## src/rtl/uxn_pkg.sv

```systemverilog
// Shared definitions for the uxn execute unit: opcode encoding, FSM states
// and bit positions inside the {E,C,Z} flag vector.
package uxn_pkg;

    typedef enum logic [7:0] {
        OP_ADD = 8'h01,
        OP_SUB = 8'h02,
        OP_MUL = 8'h03,
        OP_DIV = 8'h04,
        OP_MOD = 8'h05,
        OP_AND = 8'h10,
        OP_OR  = 8'h11,
        OP_XOR = 8'h12,
        OP_NOT = 8'h13,
        OP_CMP = 8'h42
    } opcode_t;

    typedef enum logic [1:0] {
        IDLE   = 2'd0,
        DIVIDE = 2'd1,
        DONE   = 2'd2
    } exec_state_t;

    localparam int FLAG_Z = 0;
    localparam int FLAG_C = 1;
    localparam int FLAG_E = 2;

endpackage

```

## src/rtl/uxn_divider.sv

```systemverilog
// Restoring unsigned divider, one quotient bit per clock.
// The first iteration is performed on the start edge itself, so a division
// takes DATA_W edges (counter 0..DATA_W-1); done pulses for one cycle after
// the last iteration, with quotient/remainder final and held until the next
// start.
module uxn_divider #(
    parameter int DATA_W = 16
) (
    input  logic              clk,
    input  logic              rst,
    input  logic              start,
    input  logic [DATA_W-1:0] dividend,
    input  logic [DATA_W-1:0] divisor,
    output logic              busy,
    output logic              done,
    output logic [DATA_W-1:0] quotient,
    output logic [DATA_W-1:0] remainder
);

    localparam int CNT_W = $clog2(DATA_W);

    logic [CNT_W-1:0]  count;
    logic [DATA_W-1:0] rem_q;
    logic [DATA_W-1:0] quo_q;
    logic [DATA_W-1:0] dvs_q;
    logic [DATA_W-1:0] step_rem;
    logic [DATA_W-1:0] step_quo;
    logic [DATA_W-1:0] step_dvs;
    logic [DATA_W:0]   shifted;
    logic [DATA_W:0]   diff;
    logic              neg;

    // One restoring step; on start it works from the fresh operands.
    always_comb begin
        step_rem = start ? '0 : rem_q;
        step_quo = start ? dividend : quo_q;
        step_dvs = start ? divisor : dvs_q;
        shifted  = {step_rem, step_quo[DATA_W-1]};
        diff     = shifted - {1'b0, step_dvs};
        neg      = diff[DATA_W];
    end

    // Iteration registers and the start/busy/done sequencing.
    always_ff @(posedge clk) begin
        if (rst) begin
            busy  <= 1'b0;
            done  <= 1'b0;
            count <= '0;
            rem_q <= '0;
            quo_q <= '0;
            dvs_q <= '0;
        end else begin
            done <= 1'b0;
            if (start || busy) begin
                rem_q <= neg ? shifted[DATA_W-1:0] : diff[DATA_W-1:0];
                quo_q <= {step_quo[DATA_W-2:0], !neg};
                dvs_q <= step_dvs;
                if (start) begin
                    busy  <= 1'b1;
                    count <= CNT_W'(1);
                end else if (count == CNT_W'(DATA_W - 1)) begin
                    busy  <= 1'b0;
                    done  <= 1'b1;
                    count <= '0;
                end else begin
                    count <= count + CNT_W'(1);
                end
            end
        end
    end

    assign quotient  = quo_q;
    assign remainder = rem_q;

endmodule

```

## src/rtl/uxn_exec_unit.sv

```systemverilog
// Multi-cycle execute unit for the uxn core.
// Build option: define UXN_EXEC_DIV_EN to include the iterative divider;
// without it DIV/MOD are treated as unknown opcodes.
//
// Handshakes: a transfer happens on a rising edge where valid and ready are
// both high. The producer keeps valid and its payload steady until that edge;
// ready may change freely. Input side: in_valid/in_ready; output side:
// out_valid/out_ready, with out_data/out_flags held while out_valid is high.
module uxn_exec_unit
    import uxn_pkg::*;
#(
    parameter int DATA_W     = 16,
    parameter int LOGIC_MODE = 1
) (
    input  logic              clk,
    input  logic              rst,
    input  logic              in_valid,
    output logic              in_ready,
    input  logic [7:0]        in_op,
    input  logic [DATA_W-1:0] in_a,
    input  logic [DATA_W-1:0] in_b,
    output logic              out_valid,
    input  logic              out_ready,
    output logic [DATA_W-1:0] out_data,
    output logic [2:0]        out_flags
);

    exec_state_t         state;
    exec_state_t         state_next;
    logic                accept;
    logic                div_path;
    logic [DATA_W-1:0]   res_data;
    logic [2:0]          res_flags;
    logic [DATA_W:0]     add_full;
    logic [2*DATA_W-1:0] mul_full;
    logic                a_nz;
    logic                b_nz;
    logic [DATA_W-1:0]   out_data_q;
    logic [2:0]          out_flags_q;

    assign in_ready = (state == IDLE) && !rst;
    assign accept   = in_valid && in_ready;
    assign a_nz     = (in_a != '0);
    assign b_nz     = (in_b != '0);

`ifdef UXN_EXEC_DIV_EN
    logic              op_is_mod;
    logic              div_busy;
    logic              div_done;
    logic [DATA_W-1:0] div_quo;
    logic [DATA_W-1:0] div_rem;
    logic [DATA_W-1:0] div_result;

    // Only a non-zero divisor needs the iterative path.
    assign div_path   = ((in_op == OP_DIV) || (in_op == OP_MOD)) && b_nz;
    assign div_result = op_is_mod ? div_rem : div_quo;

    uxn_divider #(
        .DATA_W(DATA_W)
    ) u_divider (
        .clk      (clk),
        .rst      (rst),
        .start    (accept && div_path),
        .dividend (in_a),
        .divisor  (in_b),
        .busy     (div_busy),
        .done     (div_done),
        .quotient (div_quo),
        .remainder(div_rem)
    );
`else
    assign div_path = 1'b0;
`endif

    // Single-cycle result and flags, computed from the offered operands.
    always_comb begin
        res_data  = '0;
        res_flags = '0;
        add_full  = {1'b0, in_a} + {1'b0, in_b};
        mul_full  = {{DATA_W{1'b0}}, in_a} * {{DATA_W{1'b0}}, in_b};
        case (in_op)
            OP_ADD: begin
                res_data          = add_full[DATA_W-1:0];
                res_flags[FLAG_C] = add_full[DATA_W];
            end
            OP_SUB: begin
                res_data          = in_a - in_b;
                res_flags[FLAG_C] = (in_a < in_b);
            end
            OP_MUL: begin
                res_data          = mul_full[DATA_W-1:0];
                res_flags[FLAG_C] = |mul_full[2*DATA_W-1:DATA_W];
            end
`ifdef UXN_EXEC_DIV_EN
            // Reached as a final result only for a zero divisor.
            OP_DIV: begin
                res_data          = '1;
                res_flags[FLAG_E] = 1'b1;
            end
            OP_MOD: begin
                res_data          = in_a;
                res_flags[FLAG_E] = 1'b1;
            end
`endif
            OP_AND: res_data = (LOGIC_MODE != 0) ? DATA_W'(a_nz && b_nz) : (in_a & in_b);
            OP_OR:  res_data = (LOGIC_MODE != 0) ? DATA_W'(a_nz || b_nz) : (in_a | in_b);
            OP_XOR: res_data = (LOGIC_MODE != 0) ? DATA_W'(a_nz != b_nz) : (in_a ^ in_b);
            OP_NOT: res_data = (LOGIC_MODE != 0) ? DATA_W'(!a_nz) : ~in_a;
            OP_CMP: begin
                if (in_a == in_b) begin
                    res_data = '0;
                end else if (in_a > in_b) begin
                    res_data = DATA_W'(1);
                end else begin
                    res_data = DATA_W'(2);
                end
            end
            default: res_flags[FLAG_E] = 1'b1;
        endcase
        res_flags[FLAG_Z] = (res_data == '0);
    end

    // Next-state logic; out_valid is simply "sitting in DONE".
    always_comb begin
        state_next = state;
        out_valid  = 1'b0;
        case (state)
            IDLE: begin
                if (accept) begin
                    state_next = div_path ? DIVIDE : DONE;
                end
            end
            DIVIDE: begin
`ifdef UXN_EXEC_DIV_EN
                if (div_done && !div_busy) begin
                    state_next = DONE;
                end
`else
                state_next = IDLE;
`endif
            end
            DONE: begin
                out_valid = 1'b1;
                if (out_ready) begin
                    state_next = IDLE;
                end
            end
            default: state_next = IDLE;
        endcase
    end

    // State register and result capture; results are frozen while in DONE.
    always_ff @(posedge clk) begin
        if (rst) begin
            state       <= IDLE;
            out_data_q  <= '0;
            out_flags_q <= '0;
`ifdef UXN_EXEC_DIV_EN
            op_is_mod   <= 1'b0;
`endif
        end else begin
            state <= state_next;
            if (accept && !div_path) begin
                out_data_q  <= res_data;
                out_flags_q <= res_flags;
            end
`ifdef UXN_EXEC_DIV_EN
            if (accept) begin
                op_is_mod <= (in_op == OP_MOD);
            end
            if ((state == DIVIDE) && div_done && !div_busy) begin
                out_data_q          <= div_result;
                out_flags_q         <= '0;
                out_flags_q[FLAG_Z] <= (div_result == '0);
            end
`endif
        end
    end

    assign out_data  = out_data_q;
    assign out_flags = out_flags_q;

endmodule
```

## config.mk

```make
export PLATFORM = sky130hd
export DESIGN_NAME = uxn_exec_unit
export DESIGN_NICKNAME = d
export VERILOG_FILES = /design/src/rtl/uxn_pkg.sv /design/src/rtl/uxn_divider.sv /design/src/rtl/uxn_exec_unit.sv
export SDC_FILE = /design/constraint.sdc
export NUM_CORES = 1
export LEC_CHECK = 0
export BUFFER_PORTS_ARGS = -buffer_cell sky130_fd_sc_hd__buf_2
export CORE_UTILIZATION = 55
export CTS_CLUSTER_DIAMETER = 60
export CTS_CLUSTER_SIZE = 16
export DETAILED_ROUTE_END_ITERATION = 6
export HOLD_SLACK_MARGIN = 0.03
export PLACE_DENSITY_LB_ADDON = 0.1
export SKIP_CTS_REPAIR_TIMING = 1
export SLEW_MARGIN = 20
export SYNTH_ARGS = -nofsm -noshare
export SYNTH_HDL_FRONTEND = slang
export SYNTH_SLANG_ARGS = --single-unit
```

## constraint.sdc

```tcl
create_clock -name clk -period 8.65 [get_ports clk]
set_input_delay 1.2975 -clock clk [delete_from_list [all_inputs] [get_ports clk]]
set_output_delay 1.2975 -clock clk [all_outputs]
set_load 0.005 [all_outputs]
```

* Word level (Yosys, flattened, before mapping) *
Cells that the tools add are included.

operators by class
  add/subtract/negate cells = 2
  multiply operators = 1
  order comparisons = 2
  equal/unequal tests = 13
  muxes and demuxes = 9
  reduce and logical (&&, ||, !) cells = 13

operator list
  cell                count
  $pmux 16 s8         1
  $eq 8x5->1 const B  4
  $mul 16x16->32      1
  $reduce_bool 16->1  2
  $add 16x16->17      1
  $eq 16x16->1        1
  $eq 8x2->1 const B  2
  $gt 16x16->1        1
  $logic_not 16->1    1
  $lt 16x16->1        1
  $reduce_or 16->1    1
  $sub 16x16->16      1
  $eq 8x1->1 const B  1
  $eq 8x7->1 const B  1
  $mux 2              4
  $reduce_or 8->1     1
  $ne 2x2->1 const B  2
  $pmux 2 s2          1
  $logic_and 1x1->1   3
  $pmux 1 s3          1
  $eq 2x2->1 const B  1
  $logic_not 1->1     2
  $logic_not 2->1     1
  $mux 1              2
  other kinds (3)     3

word-level totals
  flip-flop bits (word level) = 21
  input port bits = 44
  output and inout port bits = 21
  word-level logic and storage cells = 43

* Longest topological paths before layout *
Gate-level depths: netlist of the first run.

  word-level depth = 5
  mapped depth = 25
  mapped depth without buffers = 23

* Worst setup path after synthesis of the first run *
Ideal clock, no wire load.

  kind = input port to flip-flop
  start = input in_b[1]
  end = register out_flags_q[1], in the netlist out_flags[1]
  arrival time = 7.043 ns
  required time = 8.523 ns
  setup slack = 1.480 ns
  stages = 21
  cell sequence = clkbuf_1 > nand2_1 > fa_1 > fa_1 > inv_1 > fa_1 > fa_1 > fa_1 > inv_1 > fa_1 > inv_1 > ha_1 > clkbuf_1 > or2_2 > a21oi_1 > a211oi_1 > o31ai_1 > or4_1 > a31o_2 > nor4b_1 > a21oi_1

between the ends
  word-level cells in the longest chain between the ends = 3
  elaborated cells between the ends (all ways) = 5

ends and longest elaborated chain
  item                  line                  RTL
  start, declared       uxn_exec_unit.sv:21   input logic [DATA_W-1:0] in_b,
  $mul 16x16->32        uxn_exec_unit.sv:80   mul_full = {{DATA_W{1'b0}}, in_a} * {{DATA_W{1'b0}}, in_b};
  $reduce_or 16->1      uxn_exec_unit.sv:92   res_flags[FLAG_C] = |mul_full[2*DATA_W-1:DATA_W];
  $pmux 1 s3 *          uxn_exec_unit.sv:81   case (in_op)
  end signal, assigned  uxn_exec_unit.sv:165  out_flags_q <= res_flags;
  end, declared         uxn_exec_unit.sv:39   logic [2:0] out_flags_q;

Every way passes the cells marked *; elsewhere a longest branch is shown, timed or not.
A chain may end at the register's enable or synchronous reset.

* Final worst setup path of the first run *
  start = input in_a[10]
  end = register out_flags_q[1], in the netlist out_flags[1]

between the ends
  word-level cells in the longest chain between the ends = 3
  elaborated cells between the ends (all ways) = 5

ends and longest elaborated chain
  item              line                 RTL
  start, declared   uxn_exec_unit.sv:20  input logic [DATA_W-1:0] in_a,
  $mul 16x16->32    uxn_exec_unit.sv:80
  $reduce_or 16->1  uxn_exec_unit.sv:92
  $pmux 1 s3 *      uxn_exec_unit.sv:81

Marks and branches as above.

==> results of run 1 <==
synthesized netlist by cell type, types with 14 or more instances:
| cell | n |
|---|---|
| o21ai_0 | 37 |
| nand2_1 | 160 |
| nor2_1 | 63 |
| fa_1 | 196 |
| and2_1 | 99 |
| ha_1 | 138 |
| inv_1 | 243 |
| a21o_1 | 16 |
| xnor2_1 | 16 |
| nor3_1 | 24 |
| nand3b_1 | 16 |
| a21oi_1 | 55 |
| nor4_1 | 14 |
| dfxtp_1 | 20 |
| clkbuf_1 | 55 |
registers in the layout, summed over array words and instances (netlist names):
name,count
out_data,16
out_flags,3
state,1
metrics by stage:
step | std cells | setup WS [ps]
2_1_floorplan | 1360 | 1480
3_3_place_gp | 1640 | 797
3_5_place_dp | 1640 | 748
4_1_cts | 1644 | 993
5_1_grt | 1644 | 559
6_report | 1644 | 929
metal layers:
metal	track usage (%)	vias to the layer above	wire [um]
li1	-	4476	-
met1	39.7	4790	12700
met2	55.6	354	16000
met3	2.67	82	1720
met4	13.7	0	1490
met5	0	-	0
critical path: stages:
cell and delay, ps:
buf_2 430, nand2_1 160, fa_1 530, fa_1 570, fa_1 460, fa_1 550, inv_1 50, fa_1 470
inv_1 50, fa_1 470, inv_1 60, ha_1 360, a21oi_1 230, o221ai_1 200, a221oi_2 500, o21ai_0 250
a41o_1 290, nor4b_1 350, nand4_1 150, nor4_1 300, a21oi_1 110
logic make-up (layout without fill, tap and decap cells):
family	after synthesis	in the layout	synth area share, %
fa+ha+maj	334	334	50.0
mux	7	7	0.665
simple gates	442	442	19.7
buf+inv	304	318	10.1
flops	20	20	3.55
xor+xnor	23	23	1.78
compound gates	230	230	14.1
worst min path at each step:
stage / startpoint / slack [ps] / endpoint / cells past startpoint
after CTS: out_data[4]$_SDFFE_PP0P_ / 480 / out_data[4]$_SDFFE_PP0P_ / 2
after global routing: out_data[2]$_SDFFE_PP0P_ / 510 / out_data[2]$_SDFFE_PP0P_ / 2
after floorplan: out_data[10]$_SDFFE_PP0P_ / 470 / out_data[10]$_SDFFE_PP0P_ / 2
after global placement: out_data[2]$_SDFFE_PP0P_ / 470 / out_data[2]$_SDFFE_PP0P_ / 2
after detailed placement: out_data[4]$_SDFFE_PP0P_ / 470 / out_data[4]$_SDFFE_PP0P_ / 2
final: out_data[2]$_SDFFE_PP0P_ / 480 / out_data[2]$_SDFFE_PP0P_ / 2
power groups by stage:
stage	Clock [W]	Sequential, W	Combinational, W
global route	0.000135	0.0000994	0.00535
floorplan	0	0.000101	0.00360
global placement	0	0.000101	0.00463
detailed placement	0	0.000101	0.00467
finish	0.000128	0.0000988	0.00474
CTS	0.000129	0.0000988	0.00471
area by class of cell:
| type | instances | share of cell area, % |
|---|---|---|
| Clock inverter | 1 | 0.253 |
| Tap cell | 270 | 2.85 |
| Clock buffer | 3 | 0.633 |
| Inverter | 245 | 7.75 |
| Timing Repair Buffer | 69 | 3.01 |
| Multi-Input combinational cell | 1036 | 82.1 |
| Sequential cell | 20 | 3.37 |
==> results.ini, run 1 <==
[logic_synthesis]
ys_seq_elements=20
async_flop_share_pct=0
synth_top_area_cell=fa_1
ys_seq_area_share_pct=3.55
syn-num-nets=1738
synth.area.top_cells=fa_1 (35%), ha_1 (15%), inv_1 (8.1%)
synth_cells=1360
postSynthAreaPerCell_um2=8.30
synth_area_mm2=0.0113
ys_warn_count=0
synth.distinct_cells=72
synthFlopType=dfxtp_1
synth_edf_count=0
yosys.area.top_type_share_pct=34.7

[detailed_routing]
drcViolationCount=0
firstDrtPassIters=5
route.antenna.remaining_nets=0
vias_per_cell=5.90
drtIter0Drc=696
drt_wl_total_mm=31.9
dr_total_vias=9702
wl_per_cell_um=19.4

[cts]
clock_sinks=20
clkLatencyLatePin_ps=250
ctsHtreeMaxLevel=1
path_clk_slew_ps=60
cts_tree=built
cts_made_buffers=3
clockRootBuffer=clkbuf_16
clk_path_buf_depth=2

[worst_setup_path]
worstSetupStartpoint=in_a[10]
required_ps=8780
cp-start-kind=input pin
cp.arrival_ps=7850
path_max_fanout=18
ff2ff_setup_slack_ps=6320
crit_type=input pin to flop
endpoint_kind=flop
crit-reg2reg-capture=out_flags[0]$_SDFFE_PP0P_
r2r_start=state[1]$_SDFFE_PP0P_
worst_r2r_path_depth=9
critPathCapture=out_flags[1]$_SDFFE_PP0P_

[floorplan]
core_area_mm2=0.0202
io_pins=65
row_count=52
start_util_pct=56.0
die_w_um=145
die_y_um=145
die_area_mm2=0.0211

[finish]
fin_util_pct=58.8
fillers=1870
final_area_mm2=0.0119
drive_gt1_share_pct=6.84
layout.cells.most_common_list=inv_1 (243), fa_1 (196), nand2_1 (160)
mostFrequentLayoutCell=inv_1
register_area_um2=400
area_delta_synth_final_pct=5.10
final_net_count=1753
antenna_cells=0
multiInputGateArea_mm2=0.00975

[timing]
fin_crit_sh_pct=89.3
hold_viol_final=0
setup_viol=0
rsz0062_at_grt=false
fmax_mhz=130
fin_skew_ps=0.845
drv_slew=0
fin_setup_tns_ps=0
worst_pin_slew_ps=1020
holdWs_ps=479
period_needed_ps=7720
slew_headroom_pct=31.3

[global_route]
grt_start_max_net_pins=34
antenna_found_initial=0
grt.overflow.total=0
grt_pass1_wl_mm=52.3
grt_pass1_vias=9976
track_usage_pct=31.6

[outcome]
outcome=finished clean

[power_and_ir_drop]
p_clk_share_pct=2.6
p_sw_w=0.00283
p_leak_nw=5.76
netSwitchingFraction_pct=57.0
power.density_mw_per_mm2=418
vdd_drop_max_mv=0.405
pwr-share-comb_pct=95.4
finalPower_w=0.00497
p_int_w=0.00214
p_seq_share_pct=2.0

[job]
max_cap_violations=0

[placement]
dp_hpwl_mm=25.3
gp_congestion=0.939
dpl_cell_area_mm2=0.0118
portBuffers=64

[worst_hold_path]
hold_path_class=flop to flop

Power figures use the tool's default switching activity.
==> run 2, diff against run 1 <==
--- a/config.mk
+++ b/config.mk
@@ -5,6 +5,7 @@
 export SDC_FILE = /design/constraint.sdc
 export NUM_CORES = 1
 export LEC_CHECK = 0
+export ABC_AREA = 1
 export BUFFER_PORTS_ARGS = -buffer_cell sky130_fd_sc_hd__buf_2
 export CORE_UTILIZATION = 55
 export CTS_CLUSTER_DIAMETER = 60
==> results.ini, run 2 <==
[timing]
rsz0062_at_grt=false
worst_pin_slew_ps=747  ; -274 ps
slew_headroom_pct=50.2  ; +19 points
fin_setup_tns_ps=0  ; unchanged
fin_crit_sh_pct=79.0  ; -10 points
fin_skew_ps=2.72  ; +1.88 ps
fmax_mhz=146  ; +13%
hold_viol_final=0  ; unchanged
setup_viol=0  ; unchanged
drv_slew=0  ; unchanged
period_needed_ps=6840  ; -886 ps

[logic_synthesis]
synth_top_area_cell=fa_1
synthFlopType=dfxtp_1
async_flop_share_pct=0  ; unchanged
synth_area_mm2=0.0126  ; +12%
yosys.area.top_type_share_pct=31.1  ; -3.6 points
synth.distinct_cells=33  ; -54%
postSynthAreaPerCell_um2=6.43  ; -23%
synth_cells=1958  ; +44%
synth_common_cells=nand2_1 (638), inv_1 (495), fa_1 (196)
syn-num-nets=2336  ; +34%
ys_seq_elements=20  ; unchanged
ys_seq_area_share_pct=3.18  ; -0.37 points
synth_edf_count=0  ; unchanged
ys_warn_count=0  ; unchanged
synth.area.top_cells=fa_1 (31%), nand2_1 (19%), inv_1 (15%)
yosysMostFrequentCell=nand2_1

[cts]
clock_sinks=20  ; unchanged
clk_path_buf_depth=2  ; unchanged
cts_made_buffers=3  ; unchanged
path_clk_slew_ps=50  ; about the same
cts_tree=built
clkLatencyLatePin_ps=250  ; about the same
clockRootBuffer=clkbuf_16
ctsHtreeMaxLevel=1  ; unchanged

[global_route]
track_usage_pct=32.5  ; +0.95 points
grt_pass1_vias=11800  ; +18%
grt_start_max_net_pins=27  ; -21%
grtUsageMet2_pct=58.4  ; +2.8 points
grt_use_met1_pct=40.7  ; +1.1 points
grt.overflow.total=0  ; unchanged
busiest_layer=met2
grt_pass1_wl_mm=59.8  ; +14%
antenna_found_initial=0  ; unchanged
grtUsageMet3_pct=1.73  ; -0.94 points

[floorplan]
start_util_pct=55.8  ; -0.18 points
die_area_mm2=0.0235  ; +11%
io_pins=65  ; unchanged
core_area_mm2=0.0226  ; +12%
die_y_um=153  ; +5.5%
die_w_um=153  ; +5.5%
row_count=55  ; +5.8%

[finish]
layout.cells.most_common_list=nand2_1 (638), inv_1 (495), fa_1 (196)
instances_no_fill=2230  ; +36%
largest_register_ffs=16  ; unchanged
area_delta_synth_final_pct=3.06
drive_gt1_share_pct=5.35  ; -1.5 points
fin_util_pct=57.5  ; -1.3 points
antenna_cells=0  ; unchanged
final_net_count=2325  ; +33%
mostFrequentLayoutCell=nand2_1

[worst_setup_path]
path_max_fanout=18  ; unchanged
r2r_start=state[1]$_SDFFE_PP0P_
crit-reg2reg-capture=out_flags[0]$_SDFFE_PP0P_
required_ps=8790  ; about the same
cp.arrival_ps=6970  ; -880 ps
endpoint_kind=flop
crit_type=input pin to flop
cp-start-kind=input pin
worst_r2r_path_depth=11  ; +2
ff2ff_setup_slack_ps=6490  ; +170 ps

[worst_hold_path]
hold_path.startpoint=out_flags[2]$_SDFFE_PP0P_
whs_path_depth=2  ; unchanged
min_to=out_flags[2]$_SDFFE_PP0P_
hold_path_class=flop to flop

[outcome]
outcome=finished clean

[detailed_routing]
dr_total_vias=11600  ; +20%
drcViolationCount=0  ; unchanged
drt_wl_total_mm=36.5  ; +14%
vias_per_cell=5.22  ; -12%
wl_per_cell_um=16.4  ; -16%
route.antenna.remaining_nets=0  ; unchanged
drtIter0Drc=806  ; +16%
firstDrtPassIters=5  ; unchanged

[job]
max_cap_violations=0  ; unchanged

[placement]
dp_hpwl_mm=29.7  ; +17%
portBuffers=64  ; unchanged
dp.cells=2227  ; +36%
gp_congestion=0.947  ; +0.85%

-- run 2: stage by stage --
stage                     area (um2)  hold slack [ps]  setup WS, ps
after CTS                      13000              466          1850
after global routing           13000              495          1430
after global placement         12900              459          1630
final                          13000              470          1810
after detailed placement       12900              458          1600
after floorplan                12600              456          2090
-- run 2: kinds of logic after synthesis --
logic type / after synthesis / synth area share, %
and+or+nand+nor: 905 / 29.1
buffers and inverters: 585 / 18.0
adders and majority gates: 334 / 44.9
AOI/OAI and AO/OA: 110 / 4.59
DFF: 20 / 3.18
xor gates and xnor gates: 4 / 0.278
-- run 2: worst max path at each step --
| stage | slack (ps) | cells after the start | to | start |
|---|---|---|---|---|
| after global placement | 1630 | 26 | out_flags[1]$_SDFFE_PP0P_ | in_a[9] |
| after floorplan | 2090 | 27 | out_flags[1]$_SDFFE_PP0P_ | in_b[1] |
| after detailed placement | 1600 | 26 | out_flags[1]$_SDFFE_PP0P_ | in_a[10] |
| final | 1810 | 26 | out_flags[1]$_SDFFE_PP0P_ | in_a[10] |
| after global routing | 1430 | 26 | out_flags[1]$_SDFFE_PP0P_ | in_a[9] |
| after CTS | 1850 | 26 | out_flags[1]$_SDFFE_PP0P_ | in_a[10] |
-- run 2: metal layers --
layer | wire [um] | up-vias
met2 | 17700 | 352
li1 | - | 5671
met3 | 1760 | 79
met5 | 0 | -
met4 | 1760 | 0
met1 | 15200 | 5535
-- run 2: area by class of cell --
| cell class | instances | area (um2) |
|---|---|---|
| timing repair buffer | 66 | 335 |
| inverter | 503 | 1890 |
| tap | 285 | 357 |
| multi-input combinational | 1353 | 9930 |
| sequential | 20 | 400 |
| fill | 2297 | 9590 |
| clock buffer | 3 | 75.1 |
-- run 2: worst max-delay path, cell delays in order --
cell and delay [ps]:
buf_2 400, nand2_1 150, fa_1 530, fa_1 570, fa_1 450, fa_1 550
inv_1 50, fa_1 470, inv_1 50, fa_1 470, inv_1 90, ha_1 350
nand2_1 210, inv_1 80, a21oi_1 280, nand3_1 210, nand3_1 160, nand2_1 60
nand2_1 50, nand2_1 50, nor2_1 90, nand2_1 50, nor2_1 90, nand2_1 80
nand2_1 60, a21oi_1 60
Power of run 2 is not shown: default switching activity piles up to over one toggle a cycle in this logic, so the estimate is an artifact.
